===== src/rtl/seq_divider.sv =====
// Radix-2 restoring 32-bit divider for the MIPS HI/LO path (DIV/DIVU), one quotient bit per clock.
// Optional macro SEQ_DIVIDER_ZERO_EARLY_EN: a zero divisor bypasses the iterations and completes early.
module seq_divider #(
  parameter int WIDTH = 32
) (
  input  logic             clk,
  input  logic             reset,
  input  logic             start,
  input  logic             is_signed,
  input  logic [WIDTH-1:0] dividend,
  input  logic [WIDTH-1:0] divisor,
  output logic [WIDTH-1:0] q,
  output logic [WIDTH-1:0] r,
  output logic             busy,
  output logic             done,
  output logic             div_zero
);

  localparam int CW = (WIDTH > 1) ? $clog2(WIDTH) : 1;

  typedef enum logic [1:0] {IDLE, CALC, FIN} state_t;

  state_t           state_q;
  logic [CW-1:0]    cnt_q;
  logic [WIDTH-1:0] rem_q, quo_q, dvs_q;
  logic             sgn_q, sd_q, sv_q, zero_q;
`ifdef SEQ_DIVIDER_ZERO_EARLY_EN
  logic             early_q;
`endif

  logic [WIDTH:0]   shift_w, diff_w;
  logic [WIDTH-1:0] rem_d, quo_d;
  logic             dvd_neg, dvs_neg;

  function automatic logic [WIDTH-1:0] cond_neg(input logic [WIDTH-1:0] v, input logic neg);
    return neg ? (~v + WIDTH'(1)) : v;
  endfunction

  assign dvd_neg = is_signed & dividend[WIDTH-1];
  assign dvs_neg = is_signed & divisor[WIDTH-1];

  // One restoring step: shift the next dividend bit into the remainder and trial-subtract.
  always_comb begin
    shift_w = {rem_q, quo_q[WIDTH-1]};
    diff_w  = shift_w - {1'b0, dvs_q};
    quo_d   = {quo_q[WIDTH-2:0], ~diff_w[WIDTH]};
    rem_d   = diff_w[WIDTH] ? shift_w[WIDTH-1:0] : diff_w[WIDTH-1:0];
  end

  always_ff @(posedge clk) begin
    if (reset) begin
      state_q  <= IDLE;
      cnt_q    <= '0;
      q        <= '0;
      r        <= '0;
      busy     <= 1'b0;
      done     <= 1'b0;
      div_zero <= 1'b0;
`ifdef SEQ_DIVIDER_ZERO_EARLY_EN
      early_q  <= 1'b0;
`endif
    end else begin
      case (state_q)
        IDLE: begin
          done     <= 1'b0;
          div_zero <= 1'b0;
          if (start) begin
            sgn_q  <= is_signed;
            sd_q   <= dvd_neg;
            sv_q   <= dvs_neg;
            zero_q <= (divisor == '0);
            dvs_q  <= cond_neg(divisor, dvs_neg);
            quo_q  <= cond_neg(dividend, dvd_neg);
            rem_q  <= '0;
            cnt_q  <= '0;
`ifdef SEQ_DIVIDER_ZERO_EARLY_EN
            if (divisor == '0) begin
              // Natural restoring outcome for a zero divisor: all-ones quotient, remainder = |dividend|.
              quo_q   <= '1;
              rem_q   <= cond_neg(dividend, dvd_neg);
              early_q <= 1'b1;
              state_q <= FIN;
            end else begin
              busy    <= 1'b1;
              state_q <= CALC;
            end
`else
            busy    <= 1'b1;
            state_q <= CALC;
`endif
          end
        end
        CALC: begin
          rem_q <= rem_d;
          quo_q <= quo_d;
          cnt_q <= cnt_q + CW'(1);
          if (cnt_q == CW'(WIDTH - 1)) begin
            // Sign fix is applied to the final step's result so done lands in the FIN cycle.
            q        <= cond_neg(quo_d, sgn_q & (sd_q ^ sv_q));
            r        <= cond_neg(rem_d, sgn_q & sd_q);
            div_zero <= zero_q;
            done     <= 1'b1;
            busy     <= 1'b0;
            state_q  <= FIN;
          end
        end
        FIN: begin
`ifdef SEQ_DIVIDER_ZERO_EARLY_EN
          if (early_q) begin
            early_q  <= 1'b0;
            q        <= cond_neg(quo_q, sgn_q & (sd_q ^ sv_q));
            r        <= cond_neg(rem_q, sgn_q & sd_q);
            div_zero <= zero_q;
            done     <= 1'b1;
          end else begin
            done     <= 1'b0;
            div_zero <= 1'b0;
            state_q  <= IDLE;
          end
`else
          done     <= 1'b0;
          div_zero <= 1'b0;
          state_q  <= IDLE;
`endif
        end
        default: state_q <= IDLE;
      endcase
    end
  end

endmodule


===== config.mk =====
export PLATFORM = sky130hd
export DESIGN_NAME = seq_divider
export DESIGN_NICKNAME = d
export VERILOG_FILES = /design/src/rtl/seq_divider.sv
export SDC_FILE = /design/constraint.sdc
export NUM_CORES = 1
export LEC_CHECK = 0
export BUFFER_PORTS_ARGS = -buffer_cell sky130_fd_sc_hd__buf_2
export CORE_MARGIN = 3
export CORE_UTILIZATION = 45
export DETAILED_ROUTE_END_ITERATION = 8
export PLACE_DENSITY = 0.67
export SLEW_MARGIN = 20
export SYNTH_ARGS = -nofsm -noshare
export SYNTH_HDL_FRONTEND = slang
export SYNTH_SLANG_ARGS = --single-unit

===== constraint.sdc =====
create_clock -name clk -period 5.6 [get_ports clk]
set_input_delay 0.28 -clock clk [delete_from_list [all_inputs] [get_ports clk]]
set_output_delay 0.28 -clock clk [all_outputs]
set_load 0.01 [all_outputs]

* Word-level counts from Yosys, hierarchy flattened
Cells that the tools add are included.
Word-level totals: register bits after elaboration 174, latch bits 0, RAM bits 0, bits in read-only memories 0, input bits 68, output and inout port bits 67, word-level logic and storage cells 69, memories kept 0
Cells by class: $add $sub $neg 6, $mul 0, div/mod/pow operators 0, $lt $le $gt $ge 0, equality and inequality tests 5, shift-type cells 0, mux-type cells 21, bitwise logic cells 11, reductions and logical operators 12
Operator list (number):
- $mux W32 | 7
- $add A32 B1 Y32 const B | 4
- $not A32 Y32 | 4
- $pmux W32 S2 | 2
- $sub A33 B32 Y33 | 1
- $logic_not A32 Y1 | 1
- $pmux W5 S2 | 1
- $reduce_and A3 Y1 | 3
- $reduce_and A2 Y1 | 4
- $pmux W1 S2 | 3
- $add A5 B1 Y5 const B | 1
- $eq A5 B5 Y1 const B | 1
- $mux W5 | 1
- $and A1 B1 Y1 | 4
- $mux W1 | 4
- $mux W2 | 2
- $ne A2 B2 Y1 const B | 2
- $pmux W2 S2 | 1
- $reduce_bool A2 Y1 | 2
- $eq A2 B1 Y1 const B | 1
- $eq A2 B2 Y1 const B | 1
- $logic_not A2 Y1 | 1
- $not A1 Y1 | 2
- $reduce_or A2 Y1 | 1
- $xor A1 B1 Y1 | 1

* Depth between registers and ports, before layout
depth after elaboration 5, depth in mapped cells 23, mapped depth without buffers 20

* Worst setup path after synthesis
No wires, ideal clock.
kind register to register, from register state_q[0], to register quo_q[0] (enable), setup time 566 ps, arrival time 4985 ps, data required time 5034 ps, slack 48 ps, stages on the path, launching flop included 4, path buffers 1, period minus slack after synthesis 5552 ps, cell sequence dfxtp_1 -> clkbuf_1 -> nor2_1 -> nor3_1
On the way: longest elaborated chain between the ends 3, elaborated cells between the ends (all ways) 5, classes of those cells 2 x eq/ne; 3 x reduce/logical
Ends and longest elaborated chain:
- from (decl) | RTL line 23 | state_t state_q;
- from (signal assigned) | RTL line 52 | state_q <= IDLE;
- from (signal assigned) | RTL line 89 | state_q <= CALC;
- from (signal assigned) | RTL line 104 | state_q <= FIN;
- $eq A2 B1 Y1 or $logic_not A2 Y1 (tied branches) | RTL line 63 | case (state_q)
- $reduce_bool A2 Y1 (no source line) or $ne A2 B2 Y1 (tied branches)
- $reduce_and A3 Y1 (no source line) (*)
- to (signal assigned) | RTL line 73 | quo_q <= cond_neg(dividend, dvd_neg);
- to (signal assigned) | RTL line 95 | quo_q <= quo_d;
- to (decl) | RTL line 25 | logic [WIDTH-1:0] rem_q, quo_q, dvs_q;
Every way passes the cells marked *; elsewhere a longest branch is shown, timed or not. A chain may end at the register's enable or synchronous reset.

* Worst setup path after layout
from register quo_q[31], to register r[28]
On the way: longest elaborated chain between the ends 5
Ends and longest elaborated chain:
- $sub A33 B32 Y33 | RTL line 45 | diff_w = shift_w - {1'b0, dvs_q};
- $mux W32 (*) | RTL line 47 | rem_d = diff_w[WIDTH] ? shift_w[WIDTH-1:0] : diff_w[WIDTH-1:0];
- $not A32 Y32 | RTL line 36 | return neg ? (~v + WIDTH'(1)) : v;
- $add A32 B1 Y32 | RTL line 36
- $mux W32 (*) | RTL line 36
- to (signal assigned) | RTL line 100 | r <= cond_neg(rem_d, sgn_q & sd_q);
- to (decl) | RTL line 13 | output logic [WIDTH-1:0] r,
Marked as above.

==> summary.md <==
| Metric | Value |
|---|---|
| CP Launch Type | `flop` |
| Worst r2r src | `quo_q[31]$_DFFE_PP_` |
| Worst Path Max Fanout | `9` |
| Hold Crit Start | `divisor[0]` |
| Core ar. | `25470 um2` |
| Slowest cell on crit path | `nor4_1` |
| Crit path max-delay family | `simple AND/OR/NAND/NOR gates` |
| Post-CTS setup buffers | `0` |
| Crit path buf inv count | `1` |
| Clock tree from TritonCTS | `done` |
| Vias in the first global route | `10024` |
| Critical path class | `flop to flop` |
| H-tree depth | `4` |
| Initial core utilization | `46.24%` |
| Mean Syn Cell Area | `8.541 um2` |
| DR iter-0 viols | `873` |
| Fraction of layout cells with a size suffix above 1 | `15.73%` |
| GRT overflow | `0` |
| Initial antenna violation count | `0` |
| Post-synth EDFFs | `100` |
| Max Clock Skew | `0.01356 ns` |
| Top FF cell, synth | `edfxtp_1` |
| Cts repair resizes | `0` |
| Share of the synthesized area in the top cell type | `25.50%` |
| Ant. Diodes | `0` |
| Area leader, netlist | `edfxtp_1` |
| Max clock buf depth | `2` |
| Dpl hpwl | `24310 um` |
| Commonest cells in the netlist | `167 x nand2_1, 149 x nor2_1, 110 x o21ai_0` |
| Slew of the pin with the lowest slew margin | `1.099 ns` |
| Setup TNS | `0 ns` |
| Clock latency on the worst-skew pair | `0.43 ns` |
| Critical path required time | `5.91 ns` |
| Routed WL | `32200 um` |
| Design Area, Final | `13230 um2` |
| Pwr Density | `264.4 nW/um2` |
| Data arrival, critical path | `5.41 ns` |
| Period Utilization, post-route | `90.96%` |
| Worst Setup SP | `quo_q[31]$_DFFE_PP_` |
| Synth Net Count | `1486` |
| # DRC | `0` |
| IO Pins | `135` |
| Slew HR | `26.76%` |
| Syn-to-layout area delta | `12.37%` |
| Detailed Routing Iterations Pass 1 | `8` |
| Slowest Stage Delay on Critical Path | `0.46 ns` |
| #FFs+latches synth | `174` |
| Yosys warns | `0` |
| Max IR drop VDD | `0.1561 mV` |
| Synth top area cells | `edfxtp_1 25%, dfxtp_1 13%, nand2_1 5.3%` |
| Min Hold Slack | `0.07865 ns` |
| Std-Cell Rows | `58` |
| Status | `finished, final reports clean` |
| Die height | `167.8 um` |
| Final ANT Viol Nets | `0` |
| Final Hold Viols | `0` |
| Largest net degree at the start of global routing | `66` |
| Max Cap Viol | `0` |
| Post-Synthesis Cell Area | `11780 um2` |
| Total CTS buffers | `17` |
| Static Leak | `5.150 nW` |
| Synth unique cells | `92` |
| Total die area | `28150 um2` |
| Total GRT Usage | `22.42%` |
| Worst Setup End Kind | `flop` |
| Die outline width | `167.8 um` |
| Fmax | `196.3 MHz` |
| Worst-path cell chain | `inv_1 > ha_1 > fa_1 > nand2b_1 > a21oi_2 > o2111ai_1 > and4bb_1 > o21ai_2 > nand2_2 > o21ai_0 > ha_1 > nand4_1 > nor4_1 > mux2i_1 > or3_1 > nor3_2 > mux2i_1 > nand2_1` |
| Fin cells | `1818` |
| Dpl cell area | `12640 um2` |
| Post-synthesis async set-or-reset flop share | `0%` |
| Final core utilization | `51.96%` |
| Routed via count | `10498` |
| GP Congestion | `0.9368` |
| Final Slew Violations | `0` |
| Cts hold-fix bufs | `0` |
| IO buf count | `134` |
| Final setup viols | `0` |
| Count leader, synth | `nand2_1` |
| Routed WL per cell | `17.71 um` |
| Sequential fraction of the synthesis area | `38.08%` |
| Minimum clock period | `5.094 ns` |
| Post-placement cell count | `1786` |
| Worst min path class | `input port to flop` |
| Post-synthesis cell count | `1379` |
| RSZ-0062 raised after global routing | `false` |
| CTS Sinks | `174` |
| Via-to-Cell Ratio | `5.774` |
| Worst-path clk slew | `0.07 ns` |
| Nets | `1582` |
| First-pass GRT wire length | `51610 um` |
| Clk root buf | `clkbuf_16` |
## final cells by class
class                      count  area [um2]
fill                        2405       12240
timing repair buffer         147       768.2
clock buffer                  18       450.4
clock inverter                14       145.1
inverter                      53       198.9
multi-input combinational   1082        6774
tap                          330       412.9
sequential                   174        4484
## path summary, 6_finish.rpt
kind | to | slack [ns] | cells after the start
min | dvs_q[0]$_DFFE_PP_ | 0.08 | 1
min reg2reg | r[13]$_SDFFE_PP0P_ | 0.45 | 2
max reg2reg | r[28]$_SDFFE_PP0P_ | 0.51 | 18
max | r[28]$_SDFFE_PP0P_ | 0.51 | 18
## flip-flops by register name, indices dropped and copies added (netlist names), 2 cells and up
| register | flops |
|---|---|
| rem_q | 32 |
| q | 32 |
| quo_q | 32 |
| r | 32 |
| cnt_q | 5 |
| dvs_q | 32 |
| state_q | 2 |
## power by group
group / total, mW / switching [mW] / internal [mW] / leakage [nW]
registers: 1.48 / 0.0521 / 1.42 / 1.55
clock network: 1.22 / 0.561 / 0.656 / 0.296
logic: 0.804 / 0.513 / 0.291 / 3.30
total: 3.50 / 1.13 / 2.37 / 5.15
## per-stage QoR
| stage | power [mW] | worst slack, ns |
|---|---|---|
| 4_1_cts | 3.508 | 0.6810 |
| 6_report | 3.499 | 0.5060 |
| 3_5_place_dp | 2.301 | 0.6817 |
| 5_1_grt | 3.662 | 0.1214 |
| 2_1_floorplan | 2.087 | 0.04841 |
| 3_3_place_gp | 2.291 | 0.9430 |
## cell usage in the layout, fill, tap and decap left out, types with 11 or more instances in the layout
master     instances
inv_1             52
xor2_1            65
dfxtp_1           74
o31ai_1           16
ha_1              38
xnor2_1           52
nand4_1           17
mux2i_1           19
nor2_1           149
a211oi_1          29
o41ai_1           11
or4_1             12
a31oi_1           19
nand3_1           37
nand2_1          167
or3_1             24
buf_2            134
and2_1            17
o211ai_1          12
buf_4             13
and3_1            14
o21ai_0          110
nor3_1            36
clkbuf_16         18
nor4_1            11
edfxtp_1         100
a21oi_1           89
## logic make-up (layout without fill, tap and decap cells)
logic type | after synthesis | after routing | synth area share, %
simple gates | 532 | 532 | 21.60
compound gates | 369 | 369 | 20.61
flops | 174 | 174 | 38.07
buf+inv | 123 | 232 | 4.600
xor+xnor | 117 | 117 | 8.701
fa+ha+maj | 39 | 39 | 4.207
mux | 25 | 25 | 2.210
## per-layer routing
| metal | share of wire (%) | GRT usage [%] | vias up |
|---|---|---|---|
| li1 | - | - | 5201 |
| met1 | 45 | 30.05 | 4943 |
| met2 | 48 | 37.82 | 299 |
| met3 | 4.6 | 2.818 | 55 |
| met4 | 2.5 | 7.293 | 0 |
| met5 | 0 | 0 | - |
Note: power is estimated with default switching activity, not from simulation.
